[config.mk]
export PLATFORM = sky130hd
export DESIGN_NAME = neuron_activation
export DESIGN_NICKNAME = d
export VERILOG_FILES = /design/src/rtl/neuron_activation.sv
export SDC_FILE = /design/constraint.sdc
export NUM_CORES = 1
export LEC_CHECK = 0
export ABC_CLOCK_PERIOD_IN_PS = 4700
export BUFFER_PORTS_ARGS = -buffer_cell sky130_fd_sc_hd__buf_4
export CORE_UTILIZATION = 45
export DETAILED_ROUTE_END_ITERATION = 10
export SYNTH_ARGS = -nofsm -noshare
export SYNTH_HDL_FRONTEND = slang
export SYNTH_SLANG_ARGS = --single-unit
[constraint.sdc]
create_clock -name clk -period 4.7 [get_ports clk]
set_input_delay 0.94 -clock clk [delete_from_list [all_inputs] [get_ports clk]]
set_output_delay 0.94 -clock clk [all_outputs]
set_load 0.02 [all_outputs]
[src/rtl/neuron_activation.sv]
// Neuron accumulate + ReLU + requantize stage: sums GROUPS sign-magnitude MAC partials plus bias per neuron.
// Optional argmax tracker over each layer is enabled by defining NEURON_ARGMAX_EN.
module neuron_activation #(
    parameter int SUM_W   = 21,
    parameter int GROUPS  = 8,
    parameter int OUT_W   = 8,
    parameter int SHIFT   = 7,
    parameter int NEURONS = 10
) (
    input  logic             clk,
    input  logic             rst_n,
    input  logic             clr,
    input  logic             mac_valid,
    input  logic [SUM_W-1:0] mac_sum,
    input  logic [SUM_W-1:0] bias,
    output logic             out_valid,
    output logic [OUT_W-1:0] out_data,
    output logic [3:0]       out_idx,
    output logic             busy
`ifdef NEURON_ARGMAX_EN
    ,
    output logic             max_valid,
    output logic [3:0]       max_idx
`endif
);

    localparam int MAG_W   = SUM_W - 1;
    localparam int GW      = $clog2(GROUPS + 1);
    localparam int OUT_MAX = 2 ** (OUT_W - 1) - 1;
    localparam logic [GW-1:0] LAST_GRP = GW'(GROUPS - 1);
    localparam logic [3:0]    LAST_IDX = 4'(NEURONS - 1);

    logic [SUM_W-1:0] acc;
    logic [GW-1:0]    grp_cnt;
    logic [3:0]       neu_idx;
    logic [SUM_W-1:0] add_res;
    logic             is_last;

    // Sign-magnitude add with magnitude saturation; a zero result is always +0.
    function automatic logic [SUM_W-1:0] sm_add(input logic [SUM_W-1:0] a, input logic [SUM_W-1:0] b);
        logic [MAG_W-1:0] ma;
        logic [MAG_W-1:0] mb;
        logic [MAG_W-1:0] mag;
        logic [MAG_W:0]   sum;
        logic             sgn;
        ma  = a[MAG_W-1:0];
        mb  = b[MAG_W-1:0];
        sum = '0;
        if (a[MAG_W] == b[MAG_W]) begin
            sum = {1'b0, ma} + {1'b0, mb};
            mag = sum[MAG_W] ? {MAG_W{1'b1}} : sum[MAG_W-1:0];
            sgn = a[MAG_W];
        end else if (ma >= mb) begin
            mag = ma - mb;
            sgn = a[MAG_W];
        end else begin
            mag = mb - ma;
            sgn = b[MAG_W];
        end
        if (mag == '0) begin
            sgn = 1'b0;
        end
        return {sgn, mag};
    endfunction

    function automatic logic [OUT_W-1:0] activate(input logic [SUM_W-1:0] v);
        logic [MAG_W-1:0] m;
        m = v[MAG_W-1:0] >> SHIFT;
        if (v[MAG_W] || (v[MAG_W-1:0] == '0)) begin
            return '0;
        end else if (m > MAG_W'(OUT_MAX)) begin
            return {1'b0, {(OUT_W-1){1'b1}}};
        end else begin
            return {1'b0, m[OUT_W-2:0]};
        end
    endfunction

    assign add_res = (grp_cnt == '0) ? sm_add(bias, mac_sum) : sm_add(acc, mac_sum);
    assign is_last = (grp_cnt == LAST_GRP);
    assign busy    = (grp_cnt != '0);

    // clr only drops the partial neuron and index; an already registered pulse is left alone.
    always_ff @(posedge clk or negedge rst_n) begin
        if (!rst_n) begin
            acc       <= '0;
            grp_cnt   <= '0;
            neu_idx   <= '0;
            out_valid <= 1'b0;
            out_data  <= '0;
            out_idx   <= '0;
        end else begin
            out_valid <= 1'b0;
            if (clr) begin
                grp_cnt <= '0;
                neu_idx <= '0;
            end else if (mac_valid) begin
                acc <= add_res;
                if (is_last) begin
                    grp_cnt   <= '0;
                    out_valid <= 1'b1;
                    out_data  <= activate(add_res);
                    out_idx   <= neu_idx;
                    neu_idx   <= (neu_idx == LAST_IDX) ? 4'd0 : neu_idx + 4'd1;
                end else begin
                    grp_cnt <= grp_cnt + GW'(1);
                end
            end
        end
    end

`ifdef NEURON_ARGMAX_EN
    logic [OUT_W-1:0] run_max;
    logic [3:0]       run_idx;
    logic             take_new;

    // Strict greater-than keeps the lower index on ties.
    assign take_new = (out_data > run_max);

    always_ff @(posedge clk or negedge rst_n) begin
        if (!rst_n) begin
            run_max   <= '0;
            run_idx   <= '0;
            max_valid <= 1'b0;
            max_idx   <= '0;
        end else begin
            max_valid <= 1'b0;
            if (clr) begin
                run_max <= '0;
                run_idx <= '0;
            end else if (out_valid) begin
                if (out_idx == LAST_IDX) begin
                    max_valid <= 1'b1;
                    max_idx   <= take_new ? out_idx : run_idx;
                    run_max   <= '0;
                    run_idx   <= '0;
                end else if (take_new) begin
                    run_max <= out_data;
                    run_idx <= out_idx;
                end
            end
        end
    end
`endif

endmodule

==> metrics.md <==
| Metric | Value |
|---|---|
| Status | complete, no violations |
| RSZ-0062 raised after global routing | no |
| Fin cells | 1719 |
| First-pass GRT wire length | 54.9 mm |
| CTS Buf Count | 5 |
| Port-buffer cells | 58 |
| Initial core utilization | 46.0% |
| Die area | 20500 µm² |
| Final Max Slew Viols | 0 |
| Seq. cell area | 1030 µm² |
| Power Density | 418 nW/µm² |
| Netlist Area Pre-Place | 8970 µm² |
| Commonest non-fill, non-tap cells in the layout | buf_4, ha_1, a21oi_1, inv_1, nor2_1 |
| Fmax achieved | 220 MHz |
| Hold_sp | out_idx[3]$_DFFE_PN0P_ |
| Gr usage total | 35.7% |
| Crit. End Element | flip-flop |
| Reg2reg path depth | 16 |
| Worst-path clk slew | 0.07 ns |
| Post-synth cell types | 91 |
| CTS max path bufs | 2 |
| FP Rows | 51 |
| Post-Synthesis Cells | 1233 |
| Clock sink count | 41 |
| R2R Path Start | acc[17]$_DFFE_PN0P_ |
| Core Area | 19500 µm² |
| Setup CP Type | in2reg |
| P_leak | 5.53 nW |
| Pre-antenna DRT Iters | 7 |
| H-tree levels | 2 |
| Crit Path Max Fanout | 7 |
| Startpoint Class | primary input |
| Post-Place Worst Slack | -0.141 ns |
| Initial antenna violation count | 0 |
| Layout area overhead | 25.8% |
| Drt first-iter violations | 995 |
| Most common cell after layout, fill and taps aside | buf_4 |
| Drt drc | 0 |
| Final setup violation count | 0 |
| Routed Wire Length | 36.6 mm |
| Crit share post-route | 96.9% |
| Post-DRT Antenna Nets | 0 |
| Worst Hold Depth | 2 |
| Grt ovf | 0 |
| Layout Utilization | 57.8% |
| Final Critical Period | 4.55 ns |
| Path category of the worst min-delay check | reg2reg |
| Via density | 6.00 |
| EDFF count, synth | 0 |
| Final Skew | 0.0103 ns |
| Root Driver | clkbuf_16 |
| Largest net degree at the start of global routing | 42 |
| RD Place Congestion | 0.992 |
| Ports | 60 |
| Die W | 143 µm |
| Clk_lat worst skew | 0.30 ns |
| Fillers | 1978 |
| Sequential-to-total area share from yosys stat | 11.4% |
| Max-Cap Viols | 0 |
| Routed wire per std cell | 21.3 µm |
| Most used DFF post-synth | dfrtp_1 |
| CTS tree | done |
| Ant. Diodes | 0 |
| Final WS setup | 0.146 ns |
| Hpwl dp | 30.7 mm |
| Yosys warns | 0 |
| Final hold violations | 0 |
| Avg Cell Area, Syn | 7.28 µm² |
| Multi-input logic area | 7300 µm² |
| Worst Hold End | out_idx[3]$_DFFE_PN0P_ |
| End of the worst register-to-register path | out_data[6]$_DFFE_PN0P_ |
| Flop2flop setup slack | 0.54 ns |
| FF+latch count, synth | 41 |
| Setup_tns | 0 ns |
| Slew @ Worst Pin | 0.968 ns |
| Vias | 10.3k |
| Post-synth ARST share | 100% |
| Hold-fix buffers at CTS | 0 |
| Max VDD drop | 0.000296 V |
| Syn_nets | 1415 |
| Share of cells above drive strength 1 | 22.8% |
| Nets | 1635 |
| Die height | 143 µm |
| Vias in the first global route | 9548 |
| Pwr Total | 4.72 mW |
| Rel. slew slack | 35.5% |
| Placed insts | 1704 |
| Critical Path RT | 4.91 ns |
| CP arrival | 4.77 ns |
-- power by group --
| part | total (mW) | internal (mW) | switching [mW] | leakage [nW] |
|---|---|---|---|---|
| sequential | 0.522 | 0.425 | 0.0969 | 0.523 |
| combinational | 3.83 | 1.65 | 2.19 | 4.94 |
| clock | 0.365 | 0.200 | 0.165 | 0.0704 |
| total | 4.72 | 2.27 | 2.45 | 5.53 |
-- routing by layer --
metal / vias to the layer above / global-route usage, % / part of all wire (%) / wire, µm
met2: 468 / 58.1 / 45 / 16400
met4: 0 / 12.6 / 3.7 / 1340
met3: 69 / 4.43 / 7.2 / 2640
met5: - / 0 / 0 / 0
met1: 4852 / 48.3 / 44 / 16200
li1: 4926 / - / - / -
-- cells in the mapped netlist (all sizes together) (18+ instances only) --
cell type / count / area (µm²)
a221oi: 20 / 188
mux2i: 23 / 230
nor2b: 18 / 113
o21ai: 79 / 395
nand2: 102 / 390
nor3: 26 / 130
nand3: 24 / 120
xnor2: 29 / 254
inv: 111 / 417
a21oi: 120 / 601
clkbuf: 37 / 139
ha: 130 / 1630
dfrtp: 41 / 1030
buf: 24 / 134
a31oi: 20 / 140
a21o: 39 / 293
nor2: 103 / 389
nand4: 19 / 125
-- how the worst max path moves through the flow --
| stage | from | end | slack [ns] | cells after the start |
|---|---|---|---|---|
| floorplan | mac_sum[7] | acc[20]$_DFFE_PN0P_ | 0.50 | 14 |
| global placement | mac_sum[17] | acc[20]$_DFFE_PN0P_ | -0.13 | 14 |
| detailed placement | mac_sum[3] | acc[20]$_DFFE_PN0P_ | -0.14 | 17 |
| CTS | mac_sum[17] | acc[20]$_DFFE_PN0P_ | 0.16 | 14 |
| global route | mac_sum[17] | acc[20]$_DFFE_PN0P_ | 0.002 | 14 |
| finish | mac_sum[17] | out_data[6]$_DFFE_PN0P_ | 0.15 | 18 |
-- final cells by class --
type | count | share of cell area, %
Clock buffer | 5 | 1.11
Multi-Input combinational cell | 1020 | 64.6
Clock inverter | 3 | 0.222
Sequential cell | 41 | 9.09
Timing Repair Buffer | 274 | 18.3
Tap cell | 265 | 2.94
Inverter | 111 | 3.69
-- flip-flops by register name, indices dropped and copies added, names as in the netlist --
| name | cells |
|---|---|
| out_data | 7 |
| neu_idx | 4 |
| acc | 21 |
| grp_cnt | 4 |
| out_valid | 1 |
| out_idx | 4 |
-- critical path, cell delays in order --
cell,delay (ns)
buf_4,0.08
inv_1,0.10
ha_1,0.35
nand4_1,0.20
or2_1,0.32
or4_4,0.52
buf_4,0.16
a221oi_1,0.44
nor2_1,0.08
a221o_1,0.36
nand2_1,0.10
o211a_1,0.16
nand4_1,0.12
nor4_2,0.28
buf_4,0.17
o21ai_1,0.06
buf_4,0.17
o21ai_0,0.18
-- what timing repair did --
| item | CTS | global route |
|---|---|---|
| resized for setup | 0 | 5 |
| endpoints found under the hold margin | 0 | 0 |
| setup endpoints to repair | 0 | 8 |
| setup buffers | 0 | 7 |
-- cells by family after synthesis --
| logic type | synth area share, % |
|---|---|
| other | 0.0418 |
| buffers and inverters | 7.68 |
| and+or+nand+nor | 20.5 |
| muxes | 3.69 |
| xor gates and xnor gates | 3.51 |
| adders and majority gates | 19.5 |
| AOI/OAI and AO/OA | 33.7 |
| DFF | 11.4 |
-- per-stage QoR --
stage / instance area, µm² / hold WS, ns
2_1_floorplan: 8970 / 0.479
3_3_place_gp: 11100 / 0.471
3_5_place_dp: 11100 / 0.469
4_1_cts: 11200 / 0.494
5_1_grt: 11300 / 0.513
6_report: 11300 / 0.494
No activity file was read; power rests on OpenSTA's default activity.
